`src/rtl/crc16_pkg.sv`:
```
// Shared constants and state encoding for the CRC-16 (reflected 0x8408) lane accumulator.
package crc16_pkg;

    localparam logic [15:0] CRC16_POLY_REFL = 16'h8408;
    localparam logic [15:0] CRC16_SEED      = 16'hFFFF;

    typedef enum logic [1:0] {
        IDLE = 2'd0,
        ACC  = 2'd1,
        DONE = 2'd2
    } crc16_state_t;

endpackage

```
`src/rtl/crc16_byte_step.sv`:
```
// Combinational one-byte CRC-16 update, LSB-first, reflected polynomial.
module crc16_byte_step
    import crc16_pkg::*;
(
    input  logic [15:0] crc_in,
    input  logic [7:0]  data_in,
    output logic [15:0] crc_out
);

    logic [15:0] crc_work;

    always_comb begin
        crc_work = crc_in ^ {8'h00, data_in};
        for (int b = 0; b < 8; b++) begin
            crc_work = crc_work[0] ? ((crc_work >> 1) ^ CRC16_POLY_REFL) : (crc_work >> 1);
        end
        crc_out = crc_work;
    end

endmodule

```
`src/rtl/crc16_lane_acc.sv`:
```
// Multi-byte-lane CRC-16 packet accumulator with saturating byte counter.
// Optional receive checker (crc_rx / crc_err) built only when CRC16_LANE_ACC_CHECK_EN is defined.
module crc16_lane_acc
    import crc16_pkg::*;
#(
    parameter int DATA_BYTES = 1,
    parameter int CNT_W      = 16
) (
    input  logic                    clk,
    input  logic                    rstn,
    input  logic                    din_valid,
    input  logic                    sop,
    input  logic                    eop,
    input  logic [8*DATA_BYTES-1:0] din,
    input  logic [DATA_BYTES-1:0]   din_be,
    output logic [15:0]             crc_out,
    output logic                    crc_valid,
    output logic [CNT_W-1:0]        byte_cnt,
    output logic                    busy,
    output logic                    pkt_abort
`ifdef CRC16_LANE_ACC_CHECK_EN
    ,
    input  logic [15:0]             crc_rx,
    output logic                    crc_err
`endif
);

    crc16_state_t     state_reg;
    logic [15:0]      crc_reg;
    logic [CNT_W-1:0] cnt_reg;
    logic [15:0]      crc_out_reg;
    logic             crc_valid_reg;
    logic [CNT_W-1:0] byte_cnt_reg;
    logic             busy_reg;
    logic             pkt_abort_reg;

    logic             beat_take;
    logic [15:0]      crc_base;
    logic [CNT_W-1:0] cnt_base;
    logic [15:0]      crc_next;
    logic [CNT_W:0]   beat_bytes;
    logic [CNT_W:0]   cnt_sum;
    logic [CNT_W-1:0] cnt_next;

    logic [15:0] stage   [0:DATA_BYTES];
    logic [15:0] step_out[0:DATA_BYTES-1];

    // Beats outside a packet are only taken when they open a new one.
    assign beat_take = din_valid & (sop | (state_reg == ACC));
    assign crc_base  = sop ? CRC16_SEED : crc_reg;
    assign cnt_base  = sop ? '0 : cnt_reg;

    assign stage[0] = crc_base;

    generate
        for (genvar gi = 0; gi < DATA_BYTES; gi++) begin : g_lane
            crc16_byte_step u_step (
                .crc_in  (stage[gi]),
                .data_in (din[8*gi +: 8]),
                .crc_out (step_out[gi])
            );
            // Disabled lanes pass the CRC through; enables are contiguous from lane 0.
            assign stage[gi+1] = din_be[gi] ? step_out[gi] : stage[gi];
        end
    endgenerate

    assign crc_next = stage[DATA_BYTES];

    always_comb begin
        beat_bytes = '0;
        for (int i = 0; i < DATA_BYTES; i++) begin
            beat_bytes = beat_bytes + {{CNT_W{1'b0}}, din_be[i]};
        end
        cnt_sum  = {1'b0, cnt_base} + beat_bytes;
        cnt_next = cnt_sum[CNT_W] ? {CNT_W{1'b1}} : cnt_sum[CNT_W-1:0];
    end

`ifdef CRC16_LANE_ACC_CHECK_EN
    logic crc_err_reg;
    assign crc_err = crc_err_reg;
`endif

    always_ff @(posedge clk) begin
        if (!rstn) begin
            state_reg     <= IDLE;
            crc_reg       <= CRC16_SEED;
            cnt_reg       <= '0;
            crc_out_reg   <= 16'h0000;
            crc_valid_reg <= 1'b0;
            byte_cnt_reg  <= '0;
            busy_reg      <= 1'b0;
            pkt_abort_reg <= 1'b0;
`ifdef CRC16_LANE_ACC_CHECK_EN
            crc_err_reg   <= 1'b0;
`endif
        end else begin
            crc_valid_reg <= 1'b0;
            pkt_abort_reg <= 1'b0;
`ifdef CRC16_LANE_ACC_CHECK_EN
            crc_err_reg   <= 1'b0;
`endif
            if (beat_take) begin
                crc_reg <= crc_next;
                cnt_reg <= cnt_next;
                if (sop && (state_reg == ACC)) begin
                    pkt_abort_reg <= 1'b1;
                end
                if (eop) begin
                    state_reg     <= DONE;
                    busy_reg      <= 1'b0;
                    crc_valid_reg <= 1'b1;
                    crc_out_reg   <= crc_next;
                    byte_cnt_reg  <= cnt_next;
`ifdef CRC16_LANE_ACC_CHECK_EN
                    crc_err_reg   <= (crc_rx != crc_next);
`endif
                end else begin
                    state_reg <= ACC;
                    busy_reg  <= 1'b1;
                end
            end else if (state_reg == DONE) begin
                state_reg <= IDLE;
                busy_reg  <= 1'b0;
            end
        end
    end

    assign crc_out   = crc_out_reg;
    assign crc_valid = crc_valid_reg;
    assign byte_cnt  = byte_cnt_reg;
    assign busy      = busy_reg;
    assign pkt_abort = pkt_abort_reg;

endmodule

```
`config.mk`:
```
export PLATFORM = sky130hd
export DESIGN_NAME = crc16_lane_acc
export DESIGN_NICKNAME = d
export VERILOG_FILES = /design/src/rtl/crc16_pkg.sv /design/src/rtl/crc16_byte_step.sv /design/src/rtl/crc16_lane_acc.sv
export SDC_FILE = /design/constraint.sdc
export NUM_CORES = 1
export LEC_CHECK = 0
export BUFFER_PORTS_ARGS = -buffer_cell sky130_fd_sc_hd__buf_2
export CORE_ASPECT_RATIO = 1.5
export CORE_MARGIN = 2
export CORE_UTILIZATION = 47
export DETAILED_ROUTE_END_ITERATION = 8
export HOLD_SLACK_MARGIN = 0.03
export PLACE_DENSITY = 0.67
export SLEW_MARGIN = 20
export SYNTH_ARGS = -nofsm -noshare
export SYNTH_HDL_FRONTEND = slang
export SYNTH_HIERARCHICAL = 1
export SYNTH_SLANG_ARGS = --single-unit
```
`constraint.sdc`:
```
create_clock -name clk -period 2.8 [get_ports clk]
set_input_delay 0.28 -clock clk [delete_from_list [all_inputs] [get_ports clk]]
set_output_delay 0.28 -clock clk [all_outputs]
set_load 0.01 [all_outputs]
```
==> flow_summary.yaml, run 1 <==
logic_synthesis:
  syn_area_mm2: 0.00358
  synth_largest_area_cell: "dfxtp_1"
  netlist_instances: 391
  synth-edff-count: 0
  synth_flop_cell: "dfxtp_1"
  synth-seq-cells: 68
  synth.area.top_cells: "dfxtp_1 (38%), nand2_1 (4.9%), a22o_1 (4.9%), mux2_2 (4.7%), xnor3_1 (3.1%)"
  yosysUniqueCellTypes: 61
  synthArstFlopShare: 0
  syn_avg_cell_area_um2: 9.15
  synth_top_area_frac: 0.380
  yosysSeqAreaShare: 0.380
  yosysWarnings: 6
  syn_nets: 407
floorplan:
  rows: 39
  die_height_um: 111
  die_x_um: 75.2
  num_io_pins: 49
  initial_core_util: 0.476
  dieArea_mm2: 0.00834
  core-area_mm2: 0.00751
power_and_ir_drop:
  internal-power_mw: 1.95
  switching_share: 0.232
  combPwrFrac: 0.123
  cellPowerDensity_mw_per_mm2: 600
  vdd_drop_max_uv: 312
  p_seq_frac: 0.402
  clockPowerShare: 0.474
  p_leak_nw: 1.75
  p_switching_mw: 0.589
setup_path:
  startpoint: "cnt_reg[0]"
  crit_chain: "nor2b_1 -> ha_1 -> nand4_1 -> or4_1 -> xnor2_1 -> o211ai_1"
  endpoint_kind: "register"
  worst_path_largest_cell_delay_ns: 0.61
  critPathSlowestCell: "or4_1"
  critical_path_class: "reg2reg"
  start_kind: "register"
  cp_max_fo: 7
  cp.required_ns: 3.00
  crit_arrival_ns: 2.45
  r2r_start: "cnt_reg[0]"
run:
  cap_violations: 0
route:
  drt_pass1_iterations: 4
  drt-initial-drc-count: 171
  viasPerCell: 5.79
  final_antenna_net_count: 0
  wire_per_inst_um: 17.3
  wl_um: 9360
  vias: 3129
  drc: 0
sta:
  fin_crit_sh: 0.801
  hold_viol: 0
  whs_ns: 0.240
  max_freq_ghz: 0.446
  drv_slew: 0
  max_slew_margin: 0.620
  grt_setup_unrepaired: "no"
  setup_tns_ns: 0
  finClkSkew_ns: 0.00671
  setup-violations-final: 0
  tightest_slew_ns: 0.569
  fin_crit_ns: 2.24
min_path:
  hold_path.class: "in2reg"
  hp-start: "eop"
clock_network:
  clock_latency_ns: 0.33
  htreeDepth: 3
  cts_setup_buffers: 0
  clock_tree.buffer_depth: 2
  cts_resized: 0
  path_clk_slew_ns: 0.05
  cts_tree: "built"
  cts-root-buf: "clkbuf_16"
  numCtsBuffers: 9
  cts.sinks: 68
  cts_hold_buf: 0
placed_design:
  dpl.cell_count: 524
  hpwl_um: 6500
  placed_cell_area_mm2: 0.00391
  place_congestion: 0.951
  io_buffers: 48
grt:
  grt_pass1_wl_um: 15000
  antenna_found_initial: 0
  grt.total_usage: 0.240
  grt_pass1_vias: 3018
  grt_overflow: 0
  grt_max_degree: 40
cells_and_area:
  nets: 449
  instances_no_fill: 540
  seqCellArea_mm2: 0.00136
  antenna_cells: 0
  fill_cells: 738
  drive_gt1_frac: 0.274
  multi_input_area_mm2: 0.00208
  syn2layout_area_growth_pct: 18.2
  final_area_mm2: 0.00423
run_status:
  status: "finished, final reports clean"
final cells by class:
type                       instances  share of cell area
multi-input combinational        288               0.491
timing repair buffer              58              0.0746
inverter                           8             0.00710
sequential                        68               0.322
clock inverter                     5              0.0178
clock buffer                      11              0.0574
tap                              102              0.0302
logic make-up after synthesis:
kind of cell,Yosys count,synth area share
buffers and inverters,35,0.0402
adder cells (fa/ha/maj),2,0.00699
AO/OA/AOI/OAI,103,0.199
AND/OR/NAND/NOR,135,0.199
flip-flops,68,0.380
XOR/XNOR,29,0.116
multiplexers,19,0.0584
metrics by stage:
stage / setup WS, ns / util / power [mW]
finish: 0.558 / 0.563 / 2.54
floorplan: 0.341 / - / 1.26
global placement: 0.374 / 0.520 / 1.35
global route: 0.379 / 0.563 / 2.64
CTS: 0.607 / 0.563 / 2.56
detailed placement: 0.342 / 0.520 / 1.35
path summary, 6_finish.rpt:
check,endpoint,slack [ns],depth (start not counted)
hold / removal,state_reg[1],0.24,3
hold reg to reg,byte_cnt[1],0.44,2
setup / recovery,byte_cnt[11],0.56,6
setup reg to reg,byte_cnt[11],0.56,6
synthesized netlist by cell type, drive strengths merged (9+ instances only):
master,number
or2,17
a22o,20
nor2,21
buf,10
a21oi,10
xnor2,14
clkbuf,17
nand3,12
dfxtp,68
nand2,47
nor2b,9
mux2,15
o22ai,16
o21ai,23
metal layers:
metal | up-vias | track usage | wire [um]
met3 | 28 | 0.0491 | 512
met5 | - | 0 | 0
met4 | 0 | 0.132 | 302
met1 | 1489 | 0.268 | 3480
met2 | 105 | 0.410 | 5060
li1 | 1507 | - | -
placed cells by master, fill, tap and decap left out, drive strengths merged, types with 2 or more instances in the layout:
cell type,n
ha,2
nor4,5
o22ai,16
inv,8
nor3,5
o221a,2
o21ai,23
clkinv,3
a31oi,7
dfxtp,68
mux2i,4
and3b,2
nor2,21
or4,4
clkbuf,11
xnor3,5
or2,17
a22o,20
a21oi,10
o31ai,4
nor2b,9
o21a,3
xnor2,14
xor3,4
nand2,47
buf,58
mux2,15
xor2,6
bufinv,2
a21boi,4
nand4,6
o211ai,5
nand3,12
critical path: cells and delay by family, from the launching register on:
family,cells,cell delay [ns]
xor gates and xnor gates,1,0.25
adders and majority gates,1,0.34
AOI/OAI and AO/OA,1,0.12
and+or+nand+nor,3,1.07
DFF,1,0.34
power by group through the flow:
stage | Combinational [mW] | Clock (mW) | Sequential (mW)
floorplan | 0.219 | 0 | 1.05
global placement | 0.311 | 0 | 1.04
detailed placement | 0.312 | 0 | 1.04
CTS | 0.315 | 1.23 | 1.02
global route | 0.343 | 1.27 | 1.02
finish | 0.313 | 1.20 | 1.02
No activity file was read; power rests on OpenSTA's default activity.
==> run 2, diff against run 1 <==
- ABC_AREA: default -> 1
- clock period: 2.8 -> 2.2 ns (I/O delays scaled with it)
==> run 2 against run 1 <==
  * Combinational power rose by 65%
  * Worst hold slack lost 0.060 ns
  * Die area increased by 5.7%
  * Synthesized area rose by 6.0%
  * Synthesized cell count increased by 51%
  * Sequential power grew 34%
  * Sequential cell count unchanged
  * Non-clock buffer count decreased by 4
  * Sequential share of layout area shrank 1.1 points
  * Critical path type unchanged
  * Largest cell class unchanged
==> flow_summary.yaml, run 2 <==
min_path:
  min_path_cells: 3
  hp-start: "din_valid"
  hold_path.class: "in2reg"
cells_and_area:
  antenna_cells: 0
  multi_input_area_mm2: 0.00208
  drive_gt1_frac: 0.201
  fill_cells: 859
  nets: 647
  syn2layout_area_growth_pct: 15.5
  layout_common_cells: "nand2_1 (239), dfxtp_1 (68), inv_1 (55)"
  instances_no_fill: 741
  final_common_cell: "nand2_1"
  final_area_mm2: 0.00438
  seqCellArea_mm2: 0.00136
route:
  drt_pass1_iterations: 4
  vias: 3664
  drt-initial-drc-count: 196
  wire_per_inst_um: 12.7
  drc: 0
  final_antenna_net_count: 0
  viasPerCell: 4.94
  wl_um: 9390
logic_synthesis:
  synthArstFlopShare: 0
  synth.area.top_cells: "dfxtp_1 (36%), nand2_1 (24%), nand3_1 (5.9%), inv_1 (5.4%), a22o_1 (3.7%)"
  synth_common_cells: "nand2_1 (239), dfxtp_1 (68), inv_1 (55)"
  yosysSeqAreaShare: 0.359
  netlist_instances: 590
  synth_largest_area_cell: "dfxtp_1"
  syn_avg_cell_area_um2: 6.43
  yosysMostFrequentCell: "nand2_1"
  synth-seq-cells: 68
  synth_flop_cell: "dfxtp_1"
  syn_area_mm2: 0.00379
  synth_top_area_frac: 0.359
  syn_nets: 606
  synth-edff-count: 0
  yosysUniqueCellTypes: 29
  yosysWarnings: 6
setup_path:
  startpoint: "cnt_reg[0]"
  critical_path_class: "reg2reg"
  path_buf_inv: 2
  worst_path_largest_cell_delay_ns: 0.32
  reg2reg_slack_ns: 0.38
  cp_max_fo: 13
  rr_worst_depth: 11
  crit_family: "simple AND/OR/NAND/NOR gates"
  r2r_start: "cnt_reg[0]"
  cp_common_cell: "nor2_1"
  crit_chain: "inv_1 -> nor2_1 -> ha_1 -> nand3_1 -> inv_1 -> nand2_2 -> nor2_4 -> nand2_4 -> nand3_1 -> nor2_1 -> nor2_1"
  endpoint_kind: "register"
  crit_cells: 11
  critPathSlowestCell: "dfxtp_1"
  cp.required_ns: 2.47
  crit_arrival_ns: 2.09
  start_kind: "register"
sta:
  hold_viol: 0
  fin_crit_sh: 0.829
  setup-violations-final: 0
  tightest_slew_ns: 0.521
  finClkSkew_ns: 0.00669
  drv_slew: 0
  grt_setup_unrepaired: "no"
  whs_ns: 0.180
  max_freq_ghz: 0.548
  setup_tns_ns: 0
  fin_crit_ns: 1.82
  max_slew_margin: 0.652
clock_network:
  path_clk_slew_ns: 0.06
  clock_tree.buffer_depth: 2
  htreeDepth: 3
  cts-root-buf: "clkbuf_16"
  clock_latency_ns: 0.33
  cts_setup_buffers: 0
  cts_resized: 0
  cts_tree: "built"
  cts.sinks: 68
  cts_hold_buf: 0
  numCtsBuffers: 9
grt:
  grt_pass1_vias: 3542
  grt_overflow: 0
  grt_max_degree: 29
  antenna_found_initial: 0
  grt.total_usage: 0.229
  grt_pass1_wl_um: 16000
run_status:
  status: "finished, final reports clean"
power_and_ir_drop:
  vdd_drop_max_uv: 553
  cellPowerDensity_mw_per_mm2: 729
  p_leak_nw: 2.43
placed_design:
  place_congestion: 0.895
  dpl.cell_count: 725
  io_buffers: 48
  hpwl_um: 6920
  placed_cell_area_mm2: 0.00411
floorplan:
  dieArea_mm2: 0.00882
  core-area_mm2: 0.00791
  die_height_um: 114
  rows: 40
  initial_core_util: 0.480
  die_x_um: 77.4
  num_io_pins: 49
run:
  cap_violations: 0
-- run 2: cell types whose count changed after synthesis, sizes merged, moves of 6 or more --
cell	change
nand2	+217
inv	+55
nand3	+38
nor2	+21
o22ai	-16
mux2	-15
xnor2	-13
nor2b	-9
o21bai	+7
a21oi	-6
a31oi	-6
-- run 2: tightest hold or removal path: stages --
cell     delay [ns]
buf_2          0.11
nand2_1        0.08
nor4_1         0.05
-- run 2: stage by stage --
step / power (mW) / worst slack [ns] / utilization
after floorplan: 1.77 / 0.617 / -
after global placement: 1.90 / 0.303 / 0.520
after detailed placement: 1.91 / 0.204 / 0.520
after CTS: 3.23 / 0.376 / 0.554
after global routing: 3.36 / 0.143 / 0.554
final: 3.19 / 0.375 / 0.554
-- run 2: cell type report --
| type | instances | share of cell area |
|---|---|---|
| Multi-Input combinational cell | 435 | 0.475 |
| Sequential cell | 68 | 0.311 |
| Timing Repair Buffer | 54 | 0.0680 |
| Clock buffer | 12 | 0.0563 |
| Inverter | 63 | 0.0540 |
| Tap cell | 105 | 0.0300 |
| Clock inverter | 4 | 0.00571 |
-- run 2: path summary, 6_finish.rpt --
check	endpoint
setup / recovery	cnt_reg[11]
hold / removal	pkt_abort
setup reg to reg	cnt_reg[11]
hold reg to reg	byte_cnt[2]
-- run 2: routing by layer --
metal	up-vias	GRT usage	share of wire	routed length, um
li1	1917	-	-	-
met1	1673	0.239	0.41	3810
met2	60	0.436	0.54	5070
met3	14	0.0475	0.034	322
met4	0	0.0988	0.020	184
met5	-	0	0	0
-- run 2: where the power goes --
part           switching (mW)  internal (mW)
Combinational           0.330          0.185
Sequential             0.0544           1.31
Clock                   0.521          0.789
-- run 2: logic make-up after synthesis --
kind of cell,count (synthesis),synth area share
fa+ha+maj,2,0.00660
compound gates,50,0.0867
flops,68,0.359
simple gates,377,0.441
xor+xnor,6,0.0139
buf+inv,87,0.0930
==> run 3, diff against run 2 <==
- clock period: 2.2 -> 1.9 ns (I/O delays scaled with it)
==> run 3 against run 2 <==
  * Final cell count up 0.54%
  * Critical path depth down 1
  * Critical endpoint is now cnt_reg[13]
  * Die area unchanged
  * Critical path type unchanged
  * Highest routed layer unchanged
==> flow_summary.yaml, run 3 (synthesis results as in run 2) <==
sta:
  hold_viol: 0
  drv_slew: 0
  tightest_slew_ns: 0.535
  setup-violations-final: 0
  max_freq_ghz: 0.558
  finClkSkew_ns: 0.00362
  max_slew_margin: 0.643
  grt_setup_unrepaired: "yes"
  fin_crit_sh: 0.943
  fin_crit_ns: 1.79
  whs_ns: 0.152
floorplan:
  core-area_mm2: 0.00791
  initial_core_util: 0.480
  die_x_um: 77.4
  dieArea_mm2: 0.00882
  rows: 40
  num_io_pins: 49
  die_height_um: 114
power_and_ir_drop:
  internal-power_mw: 2.80
  vdd_drop_max_uv: 542
  combPwrFrac: 0.160
  p_leak_nw: 2.48
  switching_share: 0.280
  p_seq_frac: 0.407
  total_power_mw: 3.88
  cellPowerDensity_mw_per_mm2: 869
  p_switching_mw: 1.09
  clockPowerShare: 0.433
cells_and_area:
  final_area_mm2: 0.00447
  seqCellArea_mm2: 0.00136
  syn2layout_area_growth_pct: 17.8
  final_common_cell: "nand2_1"
  fill_cells: 843
  antenna_cells: 0
  layout_common_cells: "nand2_1 (239), dfxtp_1 (68), inv_1 (55)"
  nets: 651
  multi_input_area_mm2: 0.00208
  drive_gt1_frac: 0.211
clock_network:
  htreeDepth: 3
  cts_tree: "built"
  numCtsBuffers: 9
  cts_hold_buf: 0
  path_clk_slew_ns: 0.06
  clock_tree.buffer_depth: 2
  cts.sinks: 68
  cts_setup_buffers: 0
  clock_latency_ns: 0.34
  cts-root-buf: "clkbuf_16"
setup_path:
  critical_path_class: "reg2reg"
  crit_arrival_ns: 2.02
  crit_chain: "inv_1 -> nor2_2 -> ha_1 -> nand4_1 -> nor2_1 -> nand3_1 -> nand2_1 -> nand3_1 -> nor2_1 -> nor2_1"
  reg2reg_slack_ns: 0.11
  cp_max_fo: 4
  cp_common_cell: "nor2_1"
  rr_worst_depth: 10
  r2r_start: "cnt_reg[0]"
  start_kind: "register"
  critPathSlowestCell: "dfxtp_1"
  endpoint_kind: "register"
  cp.required_ns: 2.13
  startpoint: "cnt_reg[0]"
  worst_path_largest_cell_delay_ns: 0.33
min_path:
  min_path_cells: 3
  hp-start: "din_valid"
  hold_path.class: "in2reg"
run:
  cap_violations: 0
placed_design:
  io_buffers: 48
  placed_cell_area_mm2: 0.00416
  place_congestion: 0.921
  hpwl_um: 6910
route:
  vias: 3737
  final_antenna_net_count: 0
  viasPerCell: 5.02
  drt-initial-drc-count: 220
  wire_per_inst_um: 12.9
  drc: 0
  wl_um: 9600
  drt_pass1_iterations: 4
grt:
  grt_pass1_wl_um: 16000
  grt.total_usage: 0.231
  grt_overflow: 0
  antenna_found_initial: 0
  grt_pass1_vias: 3585
  grt_max_degree: 40
run_status:
  status: "finished, final reports clean"
run 3: what timing repair did:
item,in CTS,in global routing
resized for setup,0,1
hold endpoints to repair,0,0
endpoints found under the setup margin,0,26
run 3: power by group through the flow:
stage	Clock, mW	Sequential, mW	Combinational [mW]
3_3_place_gp	0	1.61	0.606
4_1_cts	1.71	1.58	0.622
2_1_floorplan	0	1.61	0.434
6_report	1.68	1.58	0.620
3_5_place_dp	0	1.61	0.618
5_1_grt	1.78	1.59	0.705
run 3: cell type report:
class                           count  area share
Sequential cell                    68       0.305
Timing Repair Buffer               58      0.0789
Tap cell                          105      0.0294
Clock inverter                      6      0.0143
Multi-Input combinational cell    435       0.466
Inverter                           63      0.0529
Clock buffer                       10      0.0535
run 3: path summary, 6_finish.rpt:
| path | endpoint |
|---|---|
| worst max-delay path | cnt_reg[13] |
| worst min-delay path | pkt_abort |
| worst max register to register | cnt_reg[13] |
| worst min register to register | crc_reg[3] |
run 3: layer usage:
layer | vias to the layer above | part of all wire | global-route usage
li1 | 1931 | - | -
met1 | 1691 | 0.40 | 0.247
met2 | 89 | 0.53 | 0.431
met3 | 26 | 0.039 | 0.0348
met4 | 0 | 0.032 | 0.123
met5 | - | 0 | 0
run 3: stage by stage:
stage	util	setup slack, ns	TNS, ns	std cells
final	0.565	0.108	0	745
after detailed placement	0.527	-0.0184	-0.0469	729
after global placement	0.527	0.0795	0	729
after global routing	0.565	0.0170	0	745
after CTS	0.565	0.0968	0	745
after floorplan	-	0.347	0	590
run 3: critical path, delay by kind of cell (launching register included):
kind / cells / cell delay (ns)
fa+ha+maj: 1 / 0.20
buf+inv: 1 / 0.05
flops: 1 / 0.33
simple gates: 8 / 1.10
